[src/rtl/buf_alloc_client_if.sv]
// Signal bundle linking the buffer-allocation client to its upstream command source
// and to the 16-entry allocator it drives.
interface buf_alloc_client_if #(
    parameter int ADDR_W = 4
);
    logic              get_req;
    logic              get_busy;
    logic              get_ack;
    logic              get_fail;
    logic [ADDR_W-1:0] get_handle;
    logic              put_req;
    logic              put_err;
    logic [ADDR_W:0]   held_count;
    logic              alloc_raw;
    logic              nack;
    logic [ADDR_W-1:0] alloc_addr;
    logic              free_raw;
    logic [ADDR_W-1:0] free_addr_raw;

    // slave is the client block; master is the environment (commander plus allocator)
    modport slave (
        input  get_req, put_req, nack, alloc_addr,
        output get_busy, get_ack, get_fail, get_handle, put_err, held_count,
               alloc_raw, free_raw, free_addr_raw
    );

    modport master (
        output get_req, put_req, nack, alloc_addr,
        input  get_busy, get_ack, get_fail, get_handle, put_err, held_count,
               alloc_raw, free_raw, free_addr_raw
    );
endinterface

[src/rtl/buf_alloc_client.sv]
// Requester side of a buffer allocator: retries nacked allocations with bounded backoff,
// keeps granted handles in an in-order FIFO and frees the oldest one on each put.
module buf_alloc_client #(
    parameter int ADDR_W    = 4,
    parameter int DEPTH     = 16,
    parameter int MAX_RETRY = 3,
    parameter int BACKOFF   = 4
) (
    input  logic              clock,
    input  logic              reset,
    buf_alloc_client_if.slave bus
);
    localparam logic [2:0]      MAX_RETRY_C = 3'(MAX_RETRY);
    localparam logic [3:0]      BO_LOAD     = 4'(BACKOFF - 1);
    localparam logic [ADDR_W:0] DEPTH_C     = (ADDR_W+1)'(DEPTH);

    typedef enum logic [1:0] {S_IDLE, S_REQ, S_RESP, S_BACKOFF} state_t;

    state_t            r_state, w_state_next;
    logic [2:0]        r_retry, w_retry_next;
    logic [3:0]        r_bo_cnt, w_bo_cnt_next;
    logic              w_grant, w_fail;
    logic              r_alloc_raw, r_get_ack, r_get_fail;
    logic [ADDR_W-1:0] r_get_handle;

    logic [ADDR_W-1:0] r_mem [DEPTH];
    logic [ADDR_W-1:0] r_wr_ptr, r_rd_ptr;
    logic [ADDR_W:0]   r_count;
    logic              w_full, w_empty, w_push, w_pop;
    logic              r_free_raw, r_put_err;
    logic [ADDR_W-1:0] r_free_addr;
    logic [DEPTH-1:0]  w_dup;

    always_comb begin
        w_state_next  = r_state;
        w_retry_next  = r_retry;
        w_bo_cnt_next = r_bo_cnt;
        w_grant       = 1'b0;
        w_fail        = 1'b0;
        case (r_state)
            S_IDLE: begin
                if (bus.get_req) begin
                    w_state_next = S_REQ;
                    w_retry_next = '0;
                end
            end
            S_REQ: w_state_next = S_RESP;
            S_RESP: begin
                if (!bus.nack) begin
                    w_grant      = 1'b1;
                    w_state_next = S_IDLE;
                end else if (r_retry < MAX_RETRY_C) begin
                    w_retry_next  = r_retry + 3'd1;
                    w_bo_cnt_next = BO_LOAD;
                    w_state_next  = S_BACKOFF;
                end else begin
                    w_fail       = 1'b1;
                    w_state_next = S_IDLE;
                end
            end
            S_BACKOFF: begin
                if (r_bo_cnt == 4'd0) w_state_next = S_REQ;
                else                  w_bo_cnt_next = r_bo_cnt - 4'd1;
            end
            default: w_state_next = S_IDLE;
        endcase
    end

    // alloc_raw is a flop loaded from the next state, so it is high exactly in REQ
    always_ff @(posedge clock) begin
        if (reset) begin
            r_state      <= S_IDLE;
            r_retry      <= '0;
            r_bo_cnt     <= '0;
            r_alloc_raw  <= 1'b0;
            r_get_ack    <= 1'b0;
            r_get_fail   <= 1'b0;
            r_get_handle <= '0;
        end else begin
            r_state     <= w_state_next;
            r_retry     <= w_retry_next;
            r_bo_cnt    <= w_bo_cnt_next;
            r_alloc_raw <= (w_state_next == S_REQ);
            r_get_ack   <= w_grant;
            r_get_fail  <= w_fail;
            if (w_grant) r_get_handle <= bus.alloc_addr;
        end
    end

    // Emptiness uses the pre-edge count, so a put racing the first push reports an error
    assign w_full  = (r_count == DEPTH_C);
    assign w_empty = (r_count == '0);
    assign w_push  = w_grant && !w_full;
    assign w_pop   = bus.put_req && !w_empty;

    always_ff @(posedge clock) begin
        if (w_push) r_mem[r_wr_ptr] <= bus.alloc_addr;
    end

    always_ff @(posedge clock) begin
        if (reset) begin
            r_wr_ptr    <= '0;
            r_rd_ptr    <= '0;
            r_count     <= '0;
            r_free_raw  <= 1'b0;
            r_put_err   <= 1'b0;
            r_free_addr <= '0;
        end else begin
            if (w_push) r_wr_ptr <= r_wr_ptr + 1'b1;
            if (w_pop)  r_rd_ptr <= r_rd_ptr + 1'b1;
            case ({w_push, w_pop})
                2'b10:   r_count <= r_count + 1'b1;
                2'b01:   r_count <= r_count - 1'b1;
                default: r_count <= r_count;
            endcase
            r_free_raw <= w_pop;
            r_put_err  <= bus.put_req && w_empty;
            if (w_pop) r_free_addr <= r_mem[r_rd_ptr];
        end
    end

    // Per-entry match of an incoming grant against handles already held
    genvar gi;
    generate
        for (gi = 0; gi < DEPTH; gi++) begin : g_dup
            logic [ADDR_W-1:0] w_ofs;
            assign w_ofs     = ADDR_W'(gi) - r_rd_ptr;
            assign w_dup[gi] = ({1'b0, w_ofs} < r_count) && (r_mem[gi] == bus.alloc_addr);
        end
    endgenerate

    always_ff @(posedge clock) begin
        if (!reset) begin
            assert (r_count <= DEPTH_C);
            assert (!(w_grant && w_full));
            assert (!(w_grant && (|w_dup)));
            assert (!(r_alloc_raw && (w_state_next == S_REQ)));
        end
    end

    assign bus.get_busy      = (r_state != S_IDLE);
    assign bus.get_ack       = r_get_ack;
    assign bus.get_fail      = r_get_fail;
    assign bus.get_handle    = r_get_handle;
    assign bus.put_err       = r_put_err;
    assign bus.held_count    = r_count;
    assign bus.alloc_raw     = r_alloc_raw;
    assign bus.free_raw      = r_free_raw;
    assign bus.free_addr_raw = r_free_addr;
endmodule

[src/flat_wrapper.sv]
// flat-port wrapper written by rule: the top's interface ports become plain ports
module buf_alloc_client_flat 
#(
    parameter int ADDR_W    = 4,
    parameter int DEPTH     = 16,
    parameter int MAX_RETRY = 3,
    parameter int BACKOFF   = 4
)
  (clock, reset, bus_get_req, bus_put_req, bus_nack, bus_alloc_addr, bus_get_busy, bus_get_ack, bus_get_fail, bus_get_handle, bus_put_err, bus_held_count, bus_alloc_raw, bus_free_raw, bus_free_addr_raw);
  buf_alloc_client_if #(.ADDR_W(ADDR_W)) bus_i ();
  input  logic clock;
  input  logic reset;
  input wire logic [$bits(bus_i.get_req)-1:0] bus_get_req;
  input wire logic [$bits(bus_i.put_req)-1:0] bus_put_req;
  input wire logic [$bits(bus_i.nack)-1:0] bus_nack;
  input wire logic [$bits(bus_i.alloc_addr)-1:0] bus_alloc_addr;
  output wire logic [$bits(bus_i.get_busy)-1:0] bus_get_busy;
  output wire logic [$bits(bus_i.get_ack)-1:0] bus_get_ack;
  output wire logic [$bits(bus_i.get_fail)-1:0] bus_get_fail;
  output wire logic [$bits(bus_i.get_handle)-1:0] bus_get_handle;
  output wire logic [$bits(bus_i.put_err)-1:0] bus_put_err;
  output wire logic [$bits(bus_i.held_count)-1:0] bus_held_count;
  output wire logic [$bits(bus_i.alloc_raw)-1:0] bus_alloc_raw;
  output wire logic [$bits(bus_i.free_raw)-1:0] bus_free_raw;
  output wire logic [$bits(bus_i.free_addr_raw)-1:0] bus_free_addr_raw;
  assign bus_i.get_req = bus_get_req;
  assign bus_i.put_req = bus_put_req;
  assign bus_i.nack = bus_nack;
  assign bus_i.alloc_addr = bus_alloc_addr;
  assign bus_get_busy = bus_i.get_busy;
  assign bus_get_ack = bus_i.get_ack;
  assign bus_get_fail = bus_i.get_fail;
  assign bus_get_handle = bus_i.get_handle;
  assign bus_put_err = bus_i.put_err;
  assign bus_held_count = bus_i.held_count;
  assign bus_alloc_raw = bus_i.alloc_raw;
  assign bus_free_raw = bus_i.free_raw;
  assign bus_free_addr_raw = bus_i.free_addr_raw;
  buf_alloc_client #(.ADDR_W(ADDR_W), .DEPTH(DEPTH), .MAX_RETRY(MAX_RETRY), .BACKOFF(BACKOFF)) u_core (.clock(clock), .reset(reset), .bus(bus_i));
endmodule
[config.mk]
export PLATFORM = sky130hd
export DESIGN_NAME = buf_alloc_client_flat
export DESIGN_NICKNAME = d
export VERILOG_FILES = /design/src/rtl/buf_alloc_client_if.sv /design/src/rtl/buf_alloc_client.sv /design/src/flat_wrapper.sv
export SDC_FILE = /design/constraint.sdc
export NUM_CORES = 1
export LEC_CHECK = 0
export BUFFER_PORTS_ARGS = -buffer_cell sky130_fd_sc_hd__buf_2
export CORE_ASPECT_RATIO = 0.8
export CORE_MARGIN = 1.5
export CORE_UTILIZATION = 60
export DETAILED_ROUTE_END_ITERATION = 6
export PLACE_DENSITY = 0.81
export SYNTH_ARGS = -nofsm -noshare
export SYNTH_HDL_FRONTEND = slang
export SYNTH_SLANG_ARGS = --single-unit
[constraint.sdc]
create_clock -name clock -period 3.5 [get_ports clock]
set_clock_uncertainty 0.2 [all_clocks]
set_input_delay 0.7 -clock clock [delete_from_list [all_inputs] [get_ports clock]]
set_output_delay 0.7 -clock clock [all_outputs]
set_load 0.02 [all_outputs]
==> results.tsv, run 1 <==
stage	metric	value	unit
outcome	status	completed	
final_layout	mostFrequentLayoutCells	edfxtp_1, dfxtp_1, nor2_1	
yosys	postSynth.asyncResetShare	0	%
final_layout	n_fill_cell	522	
placement	dp_hpwl	5503	um
setup_path	crit_type	reg -> reg	
setup_path	critical_path_required	3.56	ns
grt	track_usage	22.79	%
yosys	synth_area	4298	um2
detailed_routing	ant_nets	0	
sta	finalCritPeriodShare	84.68	%
clock_network	hold_buffers	0	
yosys	synth_fp_nets	351	
yosys	yosysWarningCount	0	
sta	fin_crit	2.964	ns
yosys	ys_types	49	
setup_path	cp_max_fo	9	
final_layout	antenna_cells	0	
setup_path	max_stage_delay	0.46	ns
yosys	ys_seq_area_share	61.02	%
setup_path	cp-end-kind	flop	
floorplanning	dieArea	7683	um2
grt	grt_pass1_vias	2569	
yosys	syn_inst	330	
sta	drv_slew	0	
clock_network	cts_tree	yes	
clock_network	cts.sinks	99	
grt	grt_pass1_wl	13250	um
placement	portBuffers	27	
sta	slew-limit-headroom	48.03	%
detailed_routing	drt-initial-drc-count	182	
clock_network	root_buffer	clkbuf_8	
detailed_routing	drc	0	
floorplanning	initial_core_util	62.36	%
detailed_routing	vias	2700	
sta	finalHoldViolations	0	
yosys	syn_area_per_cell	13.02	um2
pwr	p_leak	1.564	nW
min_path	holdCritPathClass	reg -> reg	
floorplanning	rows	27	
setup_path	crit_arrival	3.02	ns
final_layout	areaGrowthSynthToFinish	8.181	%
clock_network	numCtsBuffers	9	
grt	grt_overflow_total	0	
final_layout	final_common_cell	edfxtp_1	
sta	final-setup-viol-count	0	
pwr	vdd_drop_max	0.0003500	V
clock_network	cts_setup_buffers	0	
setup_path	path_cells	or3b_1, a21oi_4, inv_1, ha_1, xor2_1, ha_1, a211o_1, a21oi_1, a211o_1, nand3_1	
pwr	power.density	523.3	nW/um2
final_layout	fin_util	67.47	%
sta	fmax	0.3374	GHz
clock_network	clock_latency	0.37	ns
sta	rsz0062_at_grt	false	
sta	tightest_slew	0.7784	ns
final_layout	nets	375	
setup_path	startpoint_type	flop	
clock_network	h-tree-depth	3	
grt	grt_max_degree	40	
clock_network	clockBufferDepth	2	
floorplanning	core	6892	um2
yosys	ys.flop_type	edfxtp_1	
clock_network	clk_pin_slew_worst_paths	0.09	ns
yosys	synth_edf_count	64	
placement	gp_congestion	0.8068	
floorplanning	pin_count	28	
flow_run	max_cap_violations	0	
setup_path	slowest_stage	or3b_1	
detailed_routing	dr.pass1.iters	4	
final_layout	layout-drive-gt1-share	18.38	%
detailed_routing	totalWireLength	8043	um
detailed_routing	routedWlPerCell	18.03	um
sta	tns	0	ns
grt	antenna_found_initial	0	
setup_path	regToRegSetupSlack	0.54	ns
floorplanning	dieWidth	97.63	um
clock_network	cts.repair.resized	0	
detailed_routing	drt-vias-per-instance	6.054	
floorplanning	fp.dieH	78.70	um
yosys	ys_ff_latch	99	
==> through the flow <==
step | hold slack, ns | setup slack, ns | power, mW | cell area, um2 | cells
floorplan | 0.2593 | 0.4209 | 1.665 | 4298 | 330
global placement | 0.2405 | 0.3075 | 1.761 | 4464 | 430
detailed placement | 0.2476 | 0.1689 | 1.776 | 4464 | 430
CTS | 0.2609 | 0.5528 | 2.446 | 4649 | 446
global route | 0.2839 | 0.3430 | 2.538 | 4649 | 446
finish | 0.2583 | 0.5363 | 2.433 | 4649 | 446
==> flip-flops by register name, summed over array words and instances (netlist names) <==
| name | cells |
|---|---|
| u_core.r_state | 2 |
| u_core.r_retry | 3 |
| u_core.r_mem | 64 |
| u_core.bus.get_handle | 4 |
| u_core.bus.held_count | 5 |
| u_core.bus.free_raw | 1 |
| u_core.bus.alloc_raw | 1 |
| u_core.r_bo_cnt | 4 |
| u_core.bus.put_err | 1 |
| u_core.bus.get_fail | 1 |
| u_core.bus.free_addr_raw | 4 |
| u_core.bus.get_ack | 1 |
| u_core.r_rd_ptr | 4 |
| u_core.r_wr_ptr | 4 |
==> per-layer routing <==
layer	part of all wire [%]	vias up	GRT usage [%]
met3	6.7	11	5.018
met5	0	-	0
met2	46	72	34.58
met1	46	1336	32.77
li1	-	1281	-
met4	1.3	0	8.286
==> power breakdown <==
group | switching [mW] | internal, mW | total [mW]
registers | 0.0623 | 1.28 | 1.34
clock network | 0.396 | 0.285 | 0.681
logic | 0.242 | 0.169 | 0.411
total | 0.700 | 1.73 | 2.43
==> cells in the mapped netlist (all sizes together), types with 4 or more instances <==
cell / count / share of area [%]
nand2: 23 / 2.1
mux4: 8 / 4.2
o211ai: 7 / 1.5
a211oi: 4 / 0.82
nor3: 14 / 1.9
a311oi: 4 / 0.82
mux2i: 19 / 4.4
edfxtp: 64 / 45
clkbuf: 7 / 0.67
nand3b: 4 / 0.70
ha: 12 / 3.5
a31oi: 10 / 1.5
nor3b: 4 / 0.82
nor2: 33 / 2.9
dfxtp: 35 / 16
xor2: 5 / 1.0
inv: 9 / 0.79
a21oi: 15 / 2.0
o22ai: 4 / 0.58
buf: 13 / 2.2
xnor2: 6 / 1.2
==> cell type report <==
type | instances | area (um2) | area share (%)
clock inverters | 6 | 47.55 | 1.023
flip-flops and latches | 99 | 2623 | 56.40
repair buffers | 33 | 180.2 | 3.875
clock buffers | 10 | 137.6 | 2.960
multi-input cells | 202 | 1519 | 32.67
well taps | 87 | 108.9 | 2.341
inverters | 9 | 33.78 | 0.7266
==> path summary, 6_finish.rpt <==
path,depth (start not counted),endpoint,start
worst max-delay path,10,u_core.bus.held_count[4]$_SDFFE_PP0P_,u_core.r_state[1]$_SDFF_PP0_
worst max register to register,10,u_core.bus.held_count[4]$_SDFFE_PP0P_,u_core.r_state[1]$_SDFF_PP0_
worst min-delay path,2,u_core.bus.get_handle[2]$_SDFFE_PP0P_,u_core.bus.get_handle[2]$_SDFFE_PP0P_
worst min register to register,2,u_core.bus.get_handle[2]$_SDFFE_PP0P_,u_core.bus.get_handle[2]$_SDFFE_PP0P_
==> critical path: cells and delay by family, from the launching register on <==
| family | cells | cell delay (ns) |
|---|---|---|
| and+or+nand+nor | 2 | 0.52 |
| buffers and inverters | 1 | 0.11 |
| AOI/OAI and AO/OA | 4 | 0.88 |
| xor gates and xnor gates | 1 | 0.18 |
| DFF | 1 | 0.45 |
| adders and majority gates | 2 | 0.52 |
==> logic make-up (layout without fill, tap and decap cells) <==
kind of cell,Yosys count,count (layout),synth area share [%]
DFF,99,99,61.02
and+or+nand+nor,98,98,11.94
AOI/OAI and AO/OA,54,54,9.054
buffers and inverters,29,58,3.639
muxes,27,27,8.617
adders and majority gates,12,12,3.493
xor gates and xnor gates,11,11,2.242
Power figures use the tool's default switching activity.
==> run 2: changes to the inputs <==
Settings changed: ABC_AREA from default to 1, CORE_UTILIZATION 60 to 54, PLACE_DENSITY 0.81 to 0.77.
Clock period 3.5 ns to 2.6 ns, I/O delays scaled along.
==> results.tsv, run 2 <==
stage	metric	value	unit
yosys	yosysMostFrequentCell	nand2_1	
detailed_routing	drt-initial-drc-count	287	
pwr	switching_share	35.01	%
grt	track_usage	21.95	%
yosys	ys.flop_type	edfxtp_1	
detailed_routing	drt-vias-per-instance	5.185	
final_layout	areaGrowthSynthToFinish	9.177	%
setup_path	slowest_stage	dfxtp_1	
placement	gp_congestion	0.8874	
final_layout	n_fill_cell	675	
grt	grt_max_degree	36	
clock_network	cts_tree	yes	
yosys	yosysTopAreaCell	edfxtp_1	
clock_network	root_buffer	clkbuf_8	
min_path	holdCritStartpoint	bus_put_req	
pwr	power_frac_clock	24.5	%
pwr	vdd_drop_max	0.0005345	V
setup_path	cp-end-kind	flop	
setup_path	regToRegSetupSlack	0.21	ns
pwr	power.density	861.6	nW/um2
pwr	power.internal	2.734	mW
setup_path	startpoint_type	flop	
flow_run	max_cap_violations	0	
sta	slew-limit-headroom	61.49	%
final_layout	final_common_cell	nand2_1	
floorplanning	dieArea	8840	um2
setup_path	cp_max_fo	7	
detailed_routing	vias	3282	
yosys	synth_top_area_share	42.98	%
sta	drv_slew	0	
floorplanning	fp.dieH	84.40	um
yosys	yosysWarningCount	0	
sta	finalHoldViolations	0	
yosys	ys_seq_area_share	58.65	%
sta	rsz0062_at_grt	false	
yosys	synth_area	4472	um2
sta	final-setup-viol-count	0	
detailed_routing	drc	0	
clock_network	clockBufferDepth	2	
yosys	synth_common_cells	nand2_1, edfxtp_1, inv_1, nand3_1, nor2_1	
pwr	power_frac_comb	31.2	%
setup_path	r2r-start	u_core.r_state[1]$_SDFF_PP0_	
final_layout	layout-drive-gt1-share	11.62	%
yosys	syn_inst	493	
final_layout	regMostFlops	u_core.r_mem	
setup_path	crit_type	reg -> reg	
yosys	ys_ff_latch	99	
setup_path	max_stage_delay	0.36	ns
pwr	p_leak	2.180	nW
outcome	status	completed	
detailed_routing	routedWlPerCell	14.40	um
sta	finalCritPeriodShare	91.83	%
sta	fmax	0.4188	GHz
sta	tightest_slew	0.5770	ns
detailed_routing	dr.pass1.iters	6	
placement	placed_cells	617	
yosys	syn_area_per_cell	9.071	um2
yosys	postSynth.asyncResetShare	0	%
final_layout	largest_register_ffs	64	
clock_network	cts_setup_buffers	0	
clock_network	clock_latency	0.37	ns
setup_path	critical_path_required	2.70	ns
detailed_routing	totalWireLength	9116	um
floorplanning	pin_count	28	
sta	fin_crit	2.388	ns
final_layout	fin_area	4882	um2
pwr	p_seq_share	44.3	%
final_layout	antenna_cells	0	
setup_path	crit_top_cell	nand2_1	
placement	placed_area	4674	um2
clock_network	h-tree-depth	3	
floorplanning	core	7983	um2
final_layout	nets	541	
grt	grt_overflow_total	0	
setup_path	crit_arrival	2.49	ns
final_layout	stdcell_count	633	
yosys	synth_edf_count	64	
clock_network	cts.sinks	99	
placement	dp_hpwl	6162	um
setup_path	r2r_cells	16	
clock_network	numCtsBuffers	9	
yosys	ys_types	34	
placement	portBuffers	27	
clock_network	hold_buffers	0	
min_path	min_delay_path_depth	3	
clock_network	cts.repair.resized	0	
floorplanning	initial_core_util	56.02	%
pwr	finalPower	4.206	mW
grt	antenna_found_initial	0	
min_path	hold_end	u_core.bus.put_err$_SDFF_PP0_	
detailed_routing	ant_nets	0	
clock_network	clk_pin_slew_worst_paths	0.09	ns
floorplanning	dieWidth	104.7	um
setup_path	r2r_end	u_core.bus.held_count[4]$_SDFFE_PP0P_	
grt	grt_pass1_wl	15010	um
final_layout	fin_util	61.16	%
pwr	p_sw	1.473	mW
yosys	synth_fp_nets	514	
sta	tns	0	ns
floorplanning	rows	29	
final_layout	mostFrequentLayoutCells	nand2_1, inv_1, edfxtp_1	
grt	grt_pass1_vias	3071	
yosys	ys_top_cells_by_area	edfxtp_1, dfxtp_1, nand2_1	
setup_path	path_cells	inv_2, nor2_4, inv_4, nor2_8, nand2_4, ha_1, xor2_1, ha_1, inv_1, nand2_1, nand3_1, nand2_1, nand2_1, nand2_1, nand2_1, a21oi_1	
min_path	holdCritPathClass	in -> reg	
run 2: changes by cell type after synthesis, moves of 10 or more:
cell     previous run  this run
a31oi_1            10         0
nand2_1            22       140
mux2i_1            19         0
inv_1               9        64
nand3_1             3        50
nor2_1             33        44
o21ai_0             2        16
run 2: cell families (layout without fill, tap and decap cells):
logic type                 Yosys count  count (layout)  synth area share (%)
xor gates and xnor gates             3               3                0.5877
adders and majority gates           12              12                 3.357
buffers and inverters               86             118                 8.310
and+or+nand+nor                    255             255                 24.59
AOI/OAI and AO/OA                   38              38                 4.505
DFF                                 99              99                 58.65
run 2: critical path: cells and delay by family (launching register included):
kind | cells | cell delay (ns)
compound gates | 1 | 0.11
fa+ha+maj | 2 | 0.47
xor+xnor | 1 | 0.23
flops | 1 | 0.36
buf+inv | 3 | 0.18
simple gates | 9 | 0.79
run 2: power by group through the flow:
stage,logic (mW),registers [mW],clock network (mW)
after floorplan,0.929,1.96,0
after global placement,1.27,1.90,0
after detailed placement,1.29,1.90,0
after CTS,1.30,1.86,1.05
after global routing,1.46,1.88,1.10
final,1.31,1.86,1.03
run 2: worst max-delay path by stage:
stage                                             to                                  start  cells after the start
2_1_floorplan  u_core.bus.held_count[4]$_SDFFE_PP0P_  u_core.bus.held_count[2]$_SDFFE_PP0P_                     16
3_3_place_gp   u_core.bus.held_count[4]$_SDFFE_PP0P_                               bus_nack                     14
3_5_place_dp   u_core.bus.held_count[4]$_SDFFE_PP0P_                               bus_nack                     14
4_1_cts        u_core.bus.held_count[4]$_SDFFE_PP0P_  u_core.bus.held_count[0]$_SDFFE_PP0P_                     14
5_1_grt        u_core.bus.held_count[4]$_SDFFE_PP0P_  u_core.bus.held_count[0]$_SDFFE_PP0P_                     15
6_report       u_core.bus.held_count[4]$_SDFFE_PP0P_           u_core.r_state[1]$_SDFF_PP0_                     16
run 2: stage by stage:
step,hold slack [ns],worst slack [ns]
2_1_floorplan,0.2375,0.2646
3_3_place_gp,0.2592,0.2535
3_5_place_dp,0.2707,0.1843
4_1_cts,0.1814,0.2378
5_1_grt,0.2089,0.02996
6_report,0.1969,0.2124
run 2: layout make-up:
class,count,area [um2],area share (%)
sequential,99,2623,53.72
multi-input combinational,308,1478,30.27
inverter,71,274.0,5.613
clock buffer,15,177.7,3.639
timing repair buffer,31,165.2,3.383
tap,108,135.1,2.768
clock inverter,1,30.03,0.6151
run 2: layer usage:
layer | track usage [%] | wire, um | vias up
met3 | 4.115 | 499 | 16
met1 | 30.72 | 4338 | 1533
met4 | 8.095 | 157 | 0
li1 | - | - | 1629
met5 | 0 | 0 | -
met2 | 34.40 | 4122 | 104
